$ cat src/rtl/cdc_data_qualifier.sv
// Stability filter for a synchronized multi-bit bus. A value is committed
// once it has been sampled STABLE_CYCLES+1 times in a row, and each commit is queued as an event.
module cdc_data_qualifier #(
    parameter int WIDTH         = 4,
    parameter int STABLE_CYCLES = 2,
    parameter int FIFO_DEPTH    = 4,
    localparam int LW = $clog2(FIFO_DEPTH + 1),
    localparam int CW = $clog2(STABLE_CYCLES + 1),
    localparam int PW = $clog2(FIFO_DEPTH)
) (
    input  logic             b_clk,
    input  logic             b_rst_n,
    input  logic [WIDTH-1:0] sync_data,
    output logic [WIDTH-1:0] out_data,
    output logic             out_valid,
    input  logic             out_ready,
    output logic [WIDTH-1:0] stable_data,
    output logic [LW-1:0]    level,
    output logic             overflow
);

    logic [WIDTH-1:0] cand;
    logic [CW-1:0]    cnt;
    logic [WIDTH-1:0] mem [FIFO_DEPTH];
    logic [PW-1:0]    wr_ptr;
    logic [PW-1:0]    rd_ptr;

    logic commit;
    logic full;
    logic pop;
    logic push_ok;

    // Commit uses registered state only, so a change on sync_data in the
    // same edge cannot cancel a value that has already qualified.
    assign commit  = (cnt == CW'(STABLE_CYCLES)) && (cand != stable_data);
    assign full    = (level == LW'(FIFO_DEPTH));
    assign out_valid = (level != '0);
    assign pop     = out_valid && out_ready;
    assign push_ok = commit && (!full || pop);
    assign out_data = out_valid ? mem[rd_ptr] : '0;

    always_ff @(posedge b_clk) begin
        if (b_rst_n) begin
            cand <= '0;
            cnt  <= '0;
        end else if (sync_data != cand) begin
            cand <= sync_data;
            cnt  <= '0;
        end else if (cnt < CW'(STABLE_CYCLES)) begin
            cnt <= cnt + CW'(1);
        end
    end

    always_ff @(posedge b_clk) begin
        if (b_rst_n) begin
            stable_data <= '0;
            overflow    <= 1'b0;
        end else if (commit) begin
            stable_data <= cand;
            if (!push_ok)
                overflow <= 1'b1;
        end
    end

    always_ff @(posedge b_clk) begin
        if (b_rst_n) begin
            wr_ptr <= '0;
            rd_ptr <= '0;
            level  <= '0;
        end else begin
            if (push_ok)
                wr_ptr <= wr_ptr + PW'(1);
            if (pop)
                rd_ptr <= rd_ptr + PW'(1);
            case ({push_ok, pop})
                2'b10:   level <= level + LW'(1);
                2'b01:   level <= level - LW'(1);
                default: level <= level;
            endcase
        end
    end

    always_ff @(posedge b_clk) begin
        if (!b_rst_n && push_ok)
            mem[wr_ptr] <= cand;
    end

endmodule

$ cat config.mk
export PLATFORM = sky130hd
export DESIGN_NAME = cdc_data_qualifier
export DESIGN_NICKNAME = d
export VERILOG_FILES = /design/src/rtl/cdc_data_qualifier.sv
export SDC_FILE = /design/constraint.sdc
export NUM_CORES = 1
export LEC_CHECK = 0
export ABC_CLOCK_PERIOD_IN_PS = 2550
export BUFFER_PORTS_ARGS = -buffer_cell sky130_fd_sc_hd__buf_2
export CAP_MARGIN = 20
export CORE_MARGIN = 5
export CORE_UTILIZATION = 35
export DETAILED_ROUTE_END_ITERATION = 8
export GPL_TIMING_DRIVEN = 0
export HOLD_SLACK_MARGIN = 0.12
export SKIP_LAST_GASP = 1
export SLEW_MARGIN = 10
export SYNTH_ARGS = -nofsm -noshare
export SYNTH_HDL_FRONTEND = slang
export SYNTH_SLANG_ARGS = --single-unit
$ cat constraint.sdc
create_clock -name b_clk -period 2.55 [get_ports b_clk]
set_clock_uncertainty 0.15 [all_clocks]
set_input_delay 0.255 -clock b_clk [delete_from_list [all_inputs] [get_ports b_clk]]
set_output_delay 0.255 -clock b_clk [all_outputs]
set_load 0.02 [all_outputs]
== Word-level counts from Yosys, hierarchy flattened ==
Memories as Yosys holds them, arrays and structs flattened. A register that Yosys moved wholly into a read port is not among the register bits.
Index checks and enable logic that the tools add are counted.

* Flip-flop bits (word level): 18
* Output and inout bits: 13
* Word-level logic and storage cells: 38
* Memories: 1
* Input port bits: 7
* Bits in writable memories: 16

{| class="wikitable"
|+ Memories
! name !! words !! bits a word !! read ports !! clocked after Yosys merged registers in !! wr ports !! RTL line !! RTL
|-
| mem || 4 || 4 || 1 || 1 || 1 || 24 || <nowiki>logic [WIDTH-1:0] mem [FIFO_DEPTH];</nowiki>
|}

* Muxes and demuxes: 6
* Reductions and logical operators: 11
* Add/subtract/negate cells: 5
* Bitwise logic cells: 1
* Equality and inequality tests: 6
* Magnitude comparators: 1

{| class="wikitable"
|+ Operator list
! kind !! count
|-
| $ne A4 B4 Y1 || 2
|-
| $add A2 B1 Y2 const B || 3
|-
| $pmux W3 S2 || 1
|-
| $eq A2 B2 Y1 const B || 2
|-
| $logic_and A1 B1 Y1 || 4
|-
| $mux W2 || 2
|-
| $mux W4 || 1
|-
| $add A3 B1 Y3 const B || 1
|-
| $eq A3 B3 Y1 const B || 1
|-
| $reduce_bool A3 Y1 || 1
|-
| $sub A3 B1 Y3 const B || 1
|-
| $eq A2 B1 Y1 const B || 1
|-
| $logic_not A1 Y1 || 2
|-
| $lt A2 B2 Y1 const B || 1
|-
| $mux W1 || 2
|-
| $reduce_and A2 Y1 || 1
|-
| $reduce_bool A2 Y1 || 1
|-
| $reduce_or A2 Y1 || 1
|-
| $logic_or A1 B1 Y1 || 1
|-
| $not A1 Y1 || 1
|}

== Longest topological paths before layout ==
* Word-level depth: 7
* Mapped depth: 9

== Least setup slack after synthesis ==
Ideal clock, no wire load.

* Path kind: register to register
* Start point: register cnt[1]
* End point: register level[2]
* Clock period less this slack: 2.459 ns
* Buffers on the path: 1
* Path slack: 0.091 ns
* Arrival time: 2.185 ns
* Stages on the path, launching flop included: 9
* Cell sequence: dfxtp_1 -> ha_1 -> clkbuf_1 -> o41a_1 -> nor2_1 -> fa_1 -> or3_1 -> o21ai_2 -> mux2_1

* Cells in the longest elaborated chain, start to end: 5
* Elaborated cells between the ends (all ways): 7
* Those cells by class: eq/ne: 3; mux: 1; reduce/logical: 3

{| class="wikitable"
|+ Ends and longest elaborated chain
! what !! RTL line !! RTL
|-
| start, declared || 23 || <nowiki>logic [CW-1:0] cnt;</nowiki>
|-
| start signal, assigned || 50 || <nowiki>cnt <= cnt + CW'(1);</nowiki>
|-
| $eq A2 B2 Y1 * || 35 || <nowiki>assign commit = (cnt == CW'(STABLE_CYCLES)) && (cand != stable_data);</nowiki>
|-
| $logic_and A1 B1 Y1 * || 35 ||
|-
| $logic_and A1 B1 Y1 * || 39 || <nowiki>assign push_ok = commit && (!full || pop);</nowiki>
|-
| $eq A2 B1 Y1 / $eq A2 B2 Y1 (equally long branches) || 75 || <nowiki>case ({push_ok, pop})</nowiki>
|-
| $pmux W3 S2 / $reduce_bool A2 Y1 (equally long branches) || n/a ||
|-
| end signal, assigned || 76 || <nowiki>2'b10: level <= level + LW'(1);</nowiki>
|-
| end signal, assigned || 77 || <nowiki>2'b01: level <= level - LW'(1);</nowiki>
|-
| end signal, assigned || 78 || <nowiki>default: level <= level;</nowiki>
|-
| end, declared || 18 || <nowiki>output logic [LW-1:0] level,</nowiki>
|}

Mark *: on every way between the ends. The rest lies on a longest branch, timed or not.
A chain may end at the register's enable or synchronous reset.

== Worst setup path in the final report ==
Same ends and word-level chain as after synthesis.

==> results.json <==
{
  "min_from": "b_rst_n",
  "synth_top_family_by_area": "simple AND/OR/NAND/NOR gates",
  "power.share.switching": 0.238,
  "mostFrequentLayoutCells": "20 x dfxtp_1, 19 x buf_2, 16 x nor2_1, 16 x edfxtp_1, 9 x nor2b_1",
  "root_buffer": "clkbuf_8",
  "grt_util_all_layers": 0.101,
  "hold_path_depth": 3,
  "startpoint_type": "flip-flop",
  "cts.sinks": 36,
  "cts_buffers": 5,
  "start_util": 0.354,
  "wl_per_cell_um": 13.1,
  "port_buffers": 19,
  "grt_antenna_before_repair": 0,
  "ys_seq_area_frac": 0.579,
  "max_stage_delay_ns": 0.40,
  "grt_pass1_vias": 970,
  "reg2reg_to": "level[2]",
  "syn-num-nets": 133,
  "num_rows": 24,
  "outcome": "finished, final reports clean",
  "power_density_nw_per_um2": 611,
  "drive_gt1_frac": 0.207,
  "dp_hpwl_mm": 1.98,
  "firstDrtPassIters": 4,
  "rrSetupSlack_ns": 0.13,
  "required_ns": 2.57,
  "nNetsFinal": 163,
  "avgSynthCellArea_sq_um": 12.7,
  "finalSetupViolations": 0,
  "clock_latency_ns": 0.28,
  "ys_warn_count": 0,
  "synthToLayoutAreaGrowth_pct": 19.0,
  "design.core.area_sq_um": 4290,
  "rsz0062_at_grt": "false",
  "die_area_sq_um": 5770,
  "ff2ff_path_depth": 7,
  "cp-end-kind": "flip-flop",
  "peakVddDrop_uv": 266,
  "path_clk_slew_ns": 0.07,
  "maxCapViolations": 0,
  "p_leak_nw": 0.718,
  "grt.overflow.total": 0,
  "yosys.area_share.simple": 0.128,
  "internal_power_mw": 0.844,
  "ant_nets": 0,
  "cp_num_buf_inv": 0,
  "hold_viol": 0,
  "worstReg2RegStart": "cnt[1]",
  "fin_crit_sh": 0.950,
  "routed_wl_mm": 2.64,
  "synthAdderAreaFrac": 0.0543,
  "max_slew_margin": 0.445,
  "syn_area_sq_um": 1520,
  "power.switching_mw": 0.263,
  "critPathMaxFanout": 5,
  "synth_seq_cells": 36,
  "first_iter_violations": 40,
  "layout_commonest_cell": "dfxtp_1",
  "cts_tree": "built",
  "holdPathEnd": "level[2]",
  "grt_pass1_wl_mm": 4.58,
  "crit_family": "adder cells",
  "grt_max_degree": 11,
  "hold_ws_ns": 0.168,
  "vias": 928,
  "final_util": 0.422,
  "cpMaxStageDelayCell": "fa_1",
  "hp-class": "in -> reg",
  "clkPwrFrac": 0.327,
  "yosysUniqueCellTypes": 26,
  "syn_inst": 120,
  "htree_num_levels": 2,
  "slew_violations": 0,
  "cp_cell_sequence": "ha_1, o41a_1, nor2_1, fa_1, or3_1, o21ai_2, mux2_1",
  "drcViolationCount": 0,
  "share_seq_of_total_power": 0.572,
  "synthMuxAreaShare": 0.113,
  "clock_path_buffers": 2,
  "finalCriticalPeriod_ns": 2.42,
  "ios": 20,
  "diodes": 0,
  "die_w_um": 75.9,
  "die-height_um": 75.9,
  "combinationalPowerShare": 0.101,
  "synth_compound_gate_area_share": 0.0345,
  "crit_type": "reg -> reg",
  "avgViaCountPerCell": 4.59,
  "critPathArrivalTime_ns": 2.44,
  "gp_congestion": 0.767,
  "clock.fmax_ghz": 0.413,
  "tightest_slew_ns": 0.826,
  "synthXorXnorAreaFrac": 0.0691
}
==> stage by stage <==
stage	total power [mW]	worst slack [ns]	instances	cell area (sq um)	setup TNS [ns]
6_report	1.11	0.128	202	1810	0
5_1_grt	1.16	0.0244	202	1810	0
4_1_cts	1.12	0.0366	202	1800	0
3_5_place_dp	0.752	-0.0832	191	1680	-0.0832
3_3_place_gp	0.748	-0.0443	191	1680	-0.0443
2_1_floorplan	0.714	0.0914	120	1520	0
==> power by group through the flow <==
| stage | sequential, mW | clock (mW) | combinational [mW] |
|---|---|---|---|
| after global placement | 0.644 | 0 | 0.104 |
| after CTS | 0.632 | 0.375 | 0.112 |
| after detailed placement | 0.645 | 0 | 0.107 |
| after floorplan | 0.644 | 0 | 0.0704 |
| after global routing | 0.635 | 0.403 | 0.123 |
| final | 0.633 | 0.362 | 0.112 |
==> how the worst max path moves through the flow <==
stage	end	cells past startpoint	from	slack (ns)
after floorplan	level[2]	8	cnt[1]	0.09
after global placement	level[2]	8	cnt[1]	-0.04
after detailed placement	level[2]	8	cnt[1]	-0.08
after CTS	level[2]	6	level[1]	0.04
after global routing	level[2]	7	cand[1]	0.02
final	level[2]	7	cnt[1]	0.13
==> metal layers <==
layer  vias to the layer above  GRT usage  part of all wire
met5                         -          0                 0
met4                         0     0.0427             0.018
met3                         5     0.0367             0.051
met2                        19      0.165              0.49
met1                       433      0.118              0.44
li1                        471          -                 -
==> layout make-up <==
type                       instances  area, sq um
buffer                             2         7.51
clock buffer                       5         68.8
clock inverter                     2         7.51
fill                             408         2480
inverter                           6         22.5
multi-input combinational         75          616
sequential                        36          881
tap                               52         65.1
timing repair buffer              24          143
==> synthesized netlist by cell type <==
cell type	instances	area [sq um]
a21oi_1	3	15.0
and2_1	4	25.0
buf_1	1	3.75
clkbuf_1	2	7.51
dfxtp_1	20	400
edfxtp_1	16	480
fa_1	1	20.0
ha_1	5	62.6
inv_1	6	22.5
mux2_1	1	11.3
mux2i_1	7	70.1
mux4_2	4	90.1
nand2_1	3	11.3
nand4_1	1	6.26
nor2_1	16	60.1
nor2b_1	9	56.3
nor3_1	1	5.00
nor4b_1	1	8.76
o21ai_0	1	5.00
o21ai_2	1	8.76
o31ai_2	1	12.5
o41a_1	1	11.3
or3_1	2	12.5
or4b_1	1	10.0
xnor2_1	6	52.6
xor2_1	6	52.6
==> repair_timing <==
action / CTS / global route
setup endpoints to repair: 1 / 1
hold endpoints to repair: 4 / 0
gates resized for setup: 0 / 1
hold buffers: 4 / 0
pin swaps: 0 / 0
setup buffers: 1 / 0
==> sequential cells by signal, indices dropped and copies added (netlist names), named ones only <==
register / flops
stable_data: 4
mem: 16
cand: 4
wr_ptr: 2
rd_ptr: 2
cnt: 2
level: 3
overflow: 1
==> worst min-delay path: stages <==
cell	delay [ns]
buf_2	0.10
nor2b_1	0.09
mux2_1	0.12
==> cell families (layout without fill, tap and decap cells) <==
logic type | count (synthesis) | in the layout
buf+inv | 9 | 39
compound gates | 7 | 7
simple gates | 38 | 38
mux | 12 | 12
xor+xnor | 12 | 12
flops | 36 | 36
fa+ha+maj | 6 | 6
(Power assumes the default switching activity.)
